**config.mk**
```make
export PLATFORM = sky130hd
export DESIGN_NAME = mc_controller
export DESIGN_NICKNAME = d
export VERILOG_FILES = /design/src/rtl/mc_controller.sv
export SDC_FILE = /design/constraint.sdc
export NUM_CORES = 1
export LEC_CHECK = 0
export CAP_MARGIN = 20
export CORE_ASPECT_RATIO = 0.8
export CORE_MARGIN = 8
export CORE_UTILIZATION = 35
export CTS_CLUSTER_SIZE = 8
export DETAILED_ROUTE_END_ITERATION = 6
export GPL_TIMING_DRIVEN = 0
export PLACE_DENSITY_LB_ADDON = 0.1
export SYNTH_ARGS = -nofsm -noshare
export SYNTH_HDL_FRONTEND = slang
export SYNTH_SLANG_ARGS = --single-unit
export TNS_END_PERCENT = 10
```
**constraint.sdc**
```tcl
create_clock -name clk -period 2.2 [get_ports clk]
set_input_delay 0.44 -clock clk [delete_from_list [all_inputs] [get_ports clk]]
set_output_delay 0.44 -clock clk [all_outputs]
set_load 0.02 [all_outputs]
```
**src/rtl/mc_controller.sv**
```systemverilog
// -----------------------------------------------------------------------------
// mc_controller
//
// Multicycle control FSM for a MIPS-like datapath. It decodes the latched
// instruction register and the ALU zero flag into every datapath select and
// enable, plus the memory read/write strobes. It also adds a memory wait-state
// handshake, flags illegal instructions and counts retired instructions.
//
// Supported instructions: R-type (add/sub/and/or/slt), lw, sw, beq, addi, j.
//
// Ports
//   clk          in   1      rising-edge clock
//   rst          in   1      synchronous active-low reset
//   inst_i       in   WIDTH  instruction register (opcode [31:26], funct [5:0])
//   zero_i       in   1      ALU result is zero
//   mem_ready_i  in   1      memory completes the current access this cycle
//   alusrca_o    out  1      ALU A select: 0 = PC, 1 = A register
//   alusrcb_o    out  3      ALU B select: B / 4 / inst / inst<<2 / sign-ext imm
//   alucont_o    out  3      ALU operation
//   pcsource_o   out  2      PC source: ALU / ALU-out / jump target / zero
//   pcen_o       out  1      PC write enable
//   irwrite_o    out  1      instruction register write enable
//   iord_o       out  1      memory address: 0 = PC, 1 = ALU-out
//   regwrite_o   out  1      register file write enable
//   regdst_o     out  1      write address: 0 = rt, 1 = rd
//   memtoreg_o   out  1      write data: 0 = ALU-out, 1 = memory
//   memread_o    out  1      memory read strobe
//   memwrite_o   out  1      memory write strobe
//   illegal_o    out  1      one-cycle pulse on unsupported opcode/funct
//   retired_o    out  WIDTH  completed-instruction counter (wraps)
//
// The state-only part of the control word is registered: it is decoded from
// the next state and loaded on the same edge as the state register, so it is
// exactly the Moore decode of the current state. Only the terms that must
// react within the cycle (reset gating, mem_ready_i in FETCH, zero_i for beq,
// illegal detection on the freshly loaded instruction) are combinational.
// -----------------------------------------------------------------------------
module mc_controller #(
  parameter int WIDTH = 32
) (
  input  logic             clk,
  input  logic             rst,
  input  logic [WIDTH-1:0] inst_i,
  input  logic             zero_i,
  input  logic             mem_ready_i,
  output logic             alusrca_o,
  output logic [2:0]       alusrcb_o,
  output logic [2:0]       alucont_o,
  output logic [1:0]       pcsource_o,
  output logic             pcen_o,
  output logic             irwrite_o,
  output logic             iord_o,
  output logic             regwrite_o,
  output logic             regdst_o,
  output logic             memtoreg_o,
  output logic             memread_o,
  output logic             memwrite_o,
  output logic             illegal_o,
  output logic [WIDTH-1:0] retired_o
);

  // ---------------------------------------------------------------------------
  // Encodings
  // ---------------------------------------------------------------------------
  localparam logic [5:0] OP_RTYPE = 6'b000000;
  localparam logic [5:0] OP_LW    = 6'b100011;
  localparam logic [5:0] OP_SW    = 6'b101011;
  localparam logic [5:0] OP_BEQ   = 6'b000100;
  localparam logic [5:0] OP_ADDI  = 6'b001000;
  localparam logic [5:0] OP_J     = 6'b000010;

  localparam logic [5:0] FN_ADD   = 6'b100000;
  localparam logic [5:0] FN_SUB   = 6'b100010;
  localparam logic [5:0] FN_AND   = 6'b100100;
  localparam logic [5:0] FN_OR    = 6'b100101;
  localparam logic [5:0] FN_SLT   = 6'b101010;

  localparam logic [2:0] ALU_ADD  = 3'b010;
  localparam logic [2:0] ALU_SUB  = 3'b110;
  localparam logic [2:0] ALU_AND  = 3'b000;
  localparam logic [2:0] ALU_OR   = 3'b001;
  localparam logic [2:0] ALU_SLT  = 3'b111;

  typedef enum logic [3:0] {
    S_FETCH  = 4'd0,
    S_DECODE = 4'd1,
    S_MEMADR = 4'd2,
    S_MEMRD  = 4'd3,
    S_MEMWB  = 4'd4,
    S_MEMWR  = 4'd5,
    S_RTEX   = 4'd6,
    S_RTWB   = 4'd7,
    S_BEQEX  = 4'd8,
    S_ADDIEX = 4'd9,
    S_ADDIWB = 4'd10,
    S_JEX    = 4'd11
  } state_t;

  // Moore control word; pcwrite/pcwritecond are internal and combine into pcen_o.
  typedef struct packed {
    logic       alusrca;
    logic [2:0] alusrcb;
    logic [2:0] alucont;
    logic [1:0] pcsource;
    logic       pcwrite;
    logic       pcwritecond;
    logic       irwrite;
    logic       iord;
    logic       regwrite;
    logic       regdst;
    logic       memtoreg;
    logic       memread;
    logic       memwrite;
  } ctrl_t;

  localparam ctrl_t CTRL_IDLE = 17'h00000;

  // ---------------------------------------------------------------------------
  // Decode helpers
  // ---------------------------------------------------------------------------
  function automatic logic opcode_legal(input logic [5:0] op);
    logic ok;
    case (op)
      OP_RTYPE, OP_LW, OP_SW, OP_BEQ, OP_ADDI, OP_J: ok = 1'b1;
      default:                                       ok = 1'b0;
    endcase
    return ok;
  endfunction

  function automatic logic funct_legal(input logic [5:0] fn);
    logic ok;
    case (fn)
      FN_ADD, FN_SUB, FN_AND, FN_OR, FN_SLT: ok = 1'b1;
      default:                               ok = 1'b0;
    endcase
    return ok;
  endfunction

  // Unknown funct leaves the ALU on 000; the instruction is dropped anyway.
  function automatic logic [2:0] funct_alu(input logic [5:0] fn);
    logic [2:0] alu;
    case (fn)
      FN_ADD:  alu = ALU_ADD;
      FN_SUB:  alu = ALU_SUB;
      FN_AND:  alu = ALU_AND;
      FN_OR:   alu = ALU_OR;
      FN_SLT:  alu = ALU_SLT;
      default: alu = 3'b000;
    endcase
    return alu;
  endfunction

  function automatic ctrl_t decode_ctrl(input state_t s, input logic [5:0] fn);
    ctrl_t c;
    c = CTRL_IDLE;
    case (s)
      S_FETCH: begin
        c.memread = 1'b1;
        c.alusrcb = 3'b001;
        c.alucont = ALU_ADD;
        c.irwrite = 1'b1;
        c.pcwrite = 1'b1;
      end
      S_DECODE: begin
        c.alusrcb = 3'b011;
        c.alucont = ALU_ADD;
      end
      S_MEMADR, S_ADDIEX: begin
        c.alusrca = 1'b1;
        c.alusrcb = 3'b100;
        c.alucont = ALU_ADD;
      end
      S_MEMRD: begin
        c.memread = 1'b1;
        c.iord    = 1'b1;
      end
      S_MEMWB: begin
        c.regwrite = 1'b1;
        c.memtoreg = 1'b1;
      end
      S_MEMWR: begin
        c.memwrite = 1'b1;
        c.iord     = 1'b1;
      end
      S_RTEX: begin
        c.alusrca = 1'b1;
        c.alucont = funct_alu(fn);
      end
      S_RTWB: begin
        c.regwrite = 1'b1;
        c.regdst   = 1'b1;
      end
      S_BEQEX: begin
        c.alusrca     = 1'b1;
        c.alucont     = ALU_SUB;
        c.pcsource    = 2'b01;
        c.pcwritecond = 1'b1;
      end
      S_ADDIWB: begin
        c.regwrite = 1'b1;
      end
      S_JEX: begin
        c.pcsource = 2'b10;
        c.pcwrite  = 1'b1;
      end
      default: c = CTRL_IDLE;
    endcase
    return c;
  endfunction

  // ---------------------------------------------------------------------------
  // State
  // ---------------------------------------------------------------------------
  state_t           state_r;
  state_t           state_next_s;
  ctrl_t            ctrl_r;
  logic [WIDTH-1:0] retired_r;
  logic             retire_s;
  logic [5:0]       opcode_s;
  logic [5:0]       funct_s;
  logic             in_fetch_s;
  logic             unused_inst_s;

  assign opcode_s      = inst_i[31:26];
  assign funct_s       = inst_i[5:0];
  assign unused_inst_s = ^inst_i;

  // Next-state selection and retire detection (retire = leaving a final state).
  always_comb begin
    state_next_s = state_r;
    retire_s     = 1'b0;
    case (state_r)
      S_FETCH: begin
        if (mem_ready_i) begin
          state_next_s = S_DECODE;
        end else begin
          state_next_s = S_FETCH;
        end
      end
      S_DECODE: begin
        case (opcode_s)
          OP_LW, OP_SW: state_next_s = S_MEMADR;
          OP_RTYPE:     state_next_s = S_RTEX;
          OP_BEQ:       state_next_s = S_BEQEX;
          OP_ADDI:      state_next_s = S_ADDIEX;
          OP_J:         state_next_s = S_JEX;
          default:      state_next_s = S_FETCH;
        endcase
      end
      S_MEMADR: begin
        if (opcode_s == OP_SW) begin
          state_next_s = S_MEMWR;
        end else begin
          state_next_s = S_MEMRD;
        end
      end
      S_MEMRD: begin
        if (mem_ready_i) begin
          state_next_s = S_MEMWB;
        end else begin
          state_next_s = S_MEMRD;
        end
      end
      S_MEMWR: begin
        if (mem_ready_i) begin
          state_next_s = S_FETCH;
          retire_s     = 1'b1;
        end else begin
          state_next_s = S_MEMWR;
        end
      end
      S_RTEX: begin
        if (funct_legal(funct_s)) begin
          state_next_s = S_RTWB;
        end else begin
          state_next_s = S_FETCH;
        end
      end
      S_ADDIEX: state_next_s = S_ADDIWB;
      S_MEMWB, S_RTWB, S_BEQEX, S_ADDIWB, S_JEX: begin
        state_next_s = S_FETCH;
        retire_s     = 1'b1;
      end
      default: state_next_s = S_FETCH;
    endcase
  end

  // State register, registered Moore control word and retired counter.
  // The control word for RTEX is loaded while still in DECODE; the IR
  // already holds the instruction there, so funct is valid.
  always_ff @(posedge clk) begin
    if (!rst) begin
      state_r   <= S_FETCH;
      ctrl_r    <= decode_ctrl(S_FETCH, funct_s);
      retired_r <= {WIDTH{1'b0}};
    end else begin
      state_r <= state_next_s;
      ctrl_r  <= decode_ctrl(state_next_s, funct_s);
      if (retire_s) begin
        retired_r <= retired_r + {{(WIDTH-1){1'b0}}, 1'b1};
      end else begin
        retired_r <= retired_r;
      end
    end
  end

  // ---------------------------------------------------------------------------
  // Outputs
  // ---------------------------------------------------------------------------
  assign in_fetch_s = (state_r == S_FETCH);

  assign alusrca_o  = ctrl_r.alusrca;
  assign alusrcb_o  = ctrl_r.alusrcb;
  assign alucont_o  = ctrl_r.alucont;
  assign pcsource_o = ctrl_r.pcsource;
  assign iord_o     = ctrl_r.iord;
  assign regdst_o   = ctrl_r.regdst;
  assign memtoreg_o = ctrl_r.memtoreg;
  assign retired_o  = retired_r;

  // Enables and strobes are forced low while reset is held so that an
  // interrupted instruction leaves no architectural side effect. The FETCH
  // PC/IR writes only happen on the cycle memory delivers the instruction.
  assign pcen_o     = rst & ((ctrl_r.pcwrite & (~in_fetch_s | mem_ready_i)) |
                             (ctrl_r.pcwritecond & zero_i));
  assign irwrite_o  = rst & ctrl_r.irwrite & mem_ready_i;
  assign regwrite_o = rst & ctrl_r.regwrite;
  assign memread_o  = rst & ctrl_r.memread;
  assign memwrite_o = rst & ctrl_r.memwrite;
  assign illegal_o  = rst & (((state_r == S_DECODE) & ~opcode_legal(opcode_s)) |
                             ((state_r == S_RTEX)   & ~funct_legal(funct_s)));

endmodule

```
== Word-level counts from Yosys, hierarchy flattened ==
Index checks and enable logic that the tools add are counted.
Operators by class
  multiplexer cells: 26
  add/subtract/negate cells: 1
  bitwise operators: 17
  equality and inequality tests: 32
  reduce and logical (&&, ||, !) cells: 14
Operators with widths (count)
  6-bit equality test (second input constant): 7
  32-bit by 1-bit adder with 32-bit output (second input constant): 1
  4-bit by 3-bit equality test with 1-bit output (second input constant): 8
  4-bit equality test (second input constant): 8
  4-bit one-hot mux with 7 select lines: 1
  4-bit one-hot mux with 5 select lines: 1
  3-bit one-hot mux with 3 select lines: 2
  4-bit by 2-bit equality test with 1-bit output (second input constant): 4
  1-bit 2-to-1 mux: 15
  3-bit 2-to-1 mux: 4
  3-bit one-hot mux with 4 select lines: 1
  1-bit bitwise AND: 11
  2-bit OR reduction: 5
  5-bit OR reduction: 2
  4-bit by 1-bit equality test with 1-bit output (second input constant): 2
  4-bit logical NOT: 2
  4-bit OR reduction: 2
  6-bit by 2-bit equality test with 1-bit output (second input constant): 1
  6-bit by 3-bit equality test with 1-bit output (second input constant): 1
  6-bit by 4-bit equality test with 1-bit output (second input constant): 1
  6-bit logical NOT: 1
  6-bit OR reduction: 1
  2-bit one-hot mux with 2 select lines: 1
  1-bit NOT: 3
  other kinds (3): 5
Storage, ports and cells
  bits of input ports: 36
  bits in registers: 54

== Depth between registers and ports, before layout ==
  depth in word-level cells: 9
  gate-level depth with buffers: 8

== Least setup slack after synthesis ==
No wires, ideal clock.
  kind: flip-flop to flip-flop
  start: register retired_r[6], in the netlist retired_o[6]
  end: register retired_r[19], in the netlist retired_o[19]
  data arrival time: 1.820 ns
  clock period less this slack: 1.935 ns
  data required time: 2.085 ns
  slack: 0.265 ns
  cell stages (with the launch flop): 8
  cell sequence: dfxtp_1 > and4_1 > nand4_4 > and4b_1 > buf_4 > nand4_1 > xnor2_1 > and2_1
On the way
  longest elaborated chain between the ends: 1
RTL lines
  start: declaration: line 217  | logic [WIDTH-1:0] retired_r;
  start signal: assignment: line 295  | retired_r <= {WIDTH{1'b0}};
  start signal: assignment: line 300  | retired_r <= retired_r + {{(WIDTH-1){1'b0}}, 1'b1};
  start signal: assignment: line 302  | retired_r <= retired_r;
  32-bit by 1-bit adder with 32-bit output: line 300
Every way passes these cells.
A chain may end at the register's enable or synchronous reset.

== Worst setup path in the final report ==
  start: input port inst_i[30]
  end: output port illegal_o
On the way
  longest elaborated chain between the ends: 7
RTL lines
  start: declaration: line 43  | input logic [WIDTH-1:0] inst_i,
  6-bit equality test, or another cell as far along: line 123  | case (op)
  6-bit OR reduction (*): line 123
  1-bit 2-to-1 mux (*): line 123
  1-bit NOT (*): line 330  | assign illegal_o = rst & (((state_r == S_DECODE) & ~opcode_legal(opcode_s)) |
  1-bit bitwise AND (*): line 330
  1-bit bitwise OR (*): line 330
  1-bit bitwise AND (*): line 330
  end: declaration: line 58  | output logic illegal_o,
Mark *: on every way between the ends. The rest lies on a longest branch, timed or not.

==> run_results.csv <==
group,metric,value,unit
synth,synthDistinctLibCells,55,
final_layout,diodes,0,
global_route,grt_pass1_wl,11480,um
timing,hold_viol,0,
run,drv_cap,0,
setup_path,crit_path_end_kind,"output port",
timing,worst_pin_slew,517.5,ps
timing,setup_viol_count_final,0,
place,io_buffers,63,
floorplan,start_util,0.3535,
synth,async_reset_ff_frac,0,
synth,yosys_most_used_dff,"dfxtp_1",
floorplan,die_w,115.0,um
clocking,clockBufferDepth,2,
routing,post_drt_via_cell_ratio,4.852,
routing,drtPass1Iterations,4,
power,irDropWorstVdd,0.2373,mV
synth,synth_area_per_cell,9.181,um2
floorplan,design.core.area,0.007765,mm2
timing,finClkSkew,6.811,ps
final_layout,drive_above_1_share,0.1429,
global_route,grt_max_degree,17,
timing,rsz0062_at_grt,"yes",
global_route,grt-ovfl-total,0,
setup_path,critPathArrivalTime,1730,ps
routing,drt_iter0_drc,116,
setup_path,critPathKind,"primary input to output port",
setup_path,startpoint_type,"primary input",
timing,hold_slack,511.9,ps
power,powerDensity,469.8,mW/mm2
worst_hold_path,hold_start,"rst",
routing,vias,2324,
clocking,holdBufCountCts,0,
power,power.total,1.722,mW
floorplan,ios,86,
clocking,h-tree-depth,2,
setup_path,slowest_stage,"clkdlybuf4s50_1",
clocking,clock_sinks,53,
timing,fmax,0.4600,GHz
place,gp_congestion,0.8147,
global_route,grtUsageTotal,0.1308,
clocking,cts-root-buf,"clkbuf_8",
clocking,cts_buffers,5,
synth,yosysSeqAreaShare,0.3865,
worst_hold_path,min-delay-path-class,"primary input to flip-flop",
routing,wirelength,7048,um
final_layout,num-nets-final,407,
place,hpwl,5187,um
floorplan,fp-row-count,29,
global_route,first_global_vias,2245,
setup_path,crit_start,"inst_i[30]",
synth,synth_nets,336,
setup_path,cp_cell_sequence,"clkdlybuf4s50_1 > nor2_2 > o21ai_0 > a32oi_1 > nor2b_1 > buf_4",
status,run_status,"completed",
timing,relSlewSlack,0.6550,
power,leakage,1.470,nW
routing,drc_errors,0,
timing,finalCritPeriodShare,0.9881,
timing,maxSlewViolCount,0,
floorplan,dieArea,0.01095,mm2
synth,ys_ff_latch,53,
synth,yosys_warnings,0,
final_layout,synthToLayoutAreaGrowth,33.50,%
timing,layout_min_cycle_time,2174,ps
clocking,clk_latency,300,ps
setup_path,path_max_fanout,6,
final_layout,fillers,778,
routing,drt-wirelength-per-cell,14.71,um
clocking,path_clk_slew,100,ps
synth,syn_inst,299,
setup_path,cpPeakStageDelay,450,ps
floorplan,die_h,95.21,um
setup_path,regToRegStartpoint,"retired_o[7]",
synth,synth_area,0.002745,mm2
setup_path,crit_required,1760,ps
synth,synth-edff-count,0,
global_route,antenna_found_initial,0,
routing,antenna_left,0,
clocking,cts_tree,"done",
[registers in the layout, indices dropped and copies added, names as in the netlist]
| name | flops |
|---|---|
| pcsource_o | 2 |
| memtoreg_o | 1 |
| retired_o | 32 |
| regdst_o | 1 |
| alucont_o | 3 |
| iord_o | 1 |
| alusrcb_o | 3 |
| state_r | 4 |
| ctrl_r | 5 |
| alusrca_o | 1 |
[Yosys cell counts, drive strengths merged, types with 5 or more instances]
| library cell | number | area (um2) |
|---|---|---|
| dfxtp | 53 | 1061 |
| and2 | 36 | 225.2 |
| nand2 | 20 | 75.07 |
| xnor2 | 17 | 148.9 |
| xor2 | 15 | 131.4 |
| nand4 | 14 | 130.1 |
| buf | 13 | 106.3 |
| nor2 | 12 | 45.04 |
| nand3 | 11 | 55.05 |
| o21ai | 9 | 52.55 |
| clkbuf | 8 | 30.03 |
| nor2b | 8 | 50.05 |
| nor3 | 8 | 40.04 |
| and3 | 7 | 43.79 |
| inv | 7 | 26.28 |
| nor4 | 7 | 62.56 |
| nor4b | 5 | 62.56 |
[power breakdown]
group / total (mW) / leakage [nW] / switching [mW] / internal, mW
Combinational: 0.159 / 0.989 / 0.0843 / 0.0751
Clock: 0.588 / 0.0512 / 0.332 / 0.256
Sequential: 0.975 / 0.430 / 0.00608 / 0.969
[stage by stage]
step / cell area (um2) / cells / util / setup slack, ps / setup TNS (ps)
6_report: 3665 / 479 / 0.4720 / 26.11 / 0
4_1_cts: 3632 / 478 / 0.4678 / -158.6 / -158.6
3_3_place_gp: 3511 / 470 / 0.4521 / -607.4 / -5014
5_1_grt: 3665 / 479 / 0.4720 / -46.71 / -78.29
3_5_place_dp: 3511 / 470 / 0.4521 / -601.6 / -5207
2_1_floorplan: 2745 / 299 / - / 265.5 / 0
[final cells by class]
type | count | area [um2] | share of cell area
multi-input combinational | 218 | 1559 | 0.4254
sequential | 53 | 1065 | 0.2905
timing repair buffer | 64 | 631.9 | 0.1724
buffer | 21 | 151.4 | 0.04131
tap | 108 | 135.1 | 0.03687
clock buffer | 6 | 82.58 | 0.02253
inverter | 7 | 26.28 | 0.007170
clock inverter | 2 | 13.76 | 0.003756
[worst max-delay path, delay by kind of cell]
kind | cells | cell delay (ps)
simple gates | 2 | 320
buf+inv | 2 | 610
compound gates | 2 | 370
[cell usage in the layout (no fill, tap or decap), types with 8 or more instances in the layout]
cell and n:
and2_1 36, buf_4 11, clkdlybuf4s50_1 51, dfxtp_1 50
nand2_1 20, nand3_1 11, nand4_1 10, nor2_1 11
nor2b_1 8, xnor2_1 17, xor2_1 15
[repair_timing]
action                                  in CTS  in global routing
endpoints found under the setup margin       6                 14
pin swaps                                    0                  2
hold endpoints to repair                     0                  0
gates resized for setup                     21                 22
buffers inserted                             0                  1
[metal layers]
layer  up-vias  GRT usage  wire length (um)
met2        60     0.1860              2765
met5         -          0                 0
met3         2    0.04241               582
li1       1182          -                 -
met1      1080     0.1849              3666
met4         0    0.03272                33
[cells by family after synthesis]
group / share of synthesized area
simple gates: 0.3537
flops: 0.3865
compound gates: 0.08296
xor+xnor: 0.1021
buf+inv: 0.05925
mux: 0.01094
fa+ha+maj: 0.004557
[final timing paths]
path,depth (start not counted),end,slack (ps)
worst max-delay path,6,illegal_o,30
worst min-delay path,2,state_r[0],510
worst max register to register,7,retired_o[19],160
worst min register to register,2,retired_o[5],550
(Power assumes the default switching activity.)
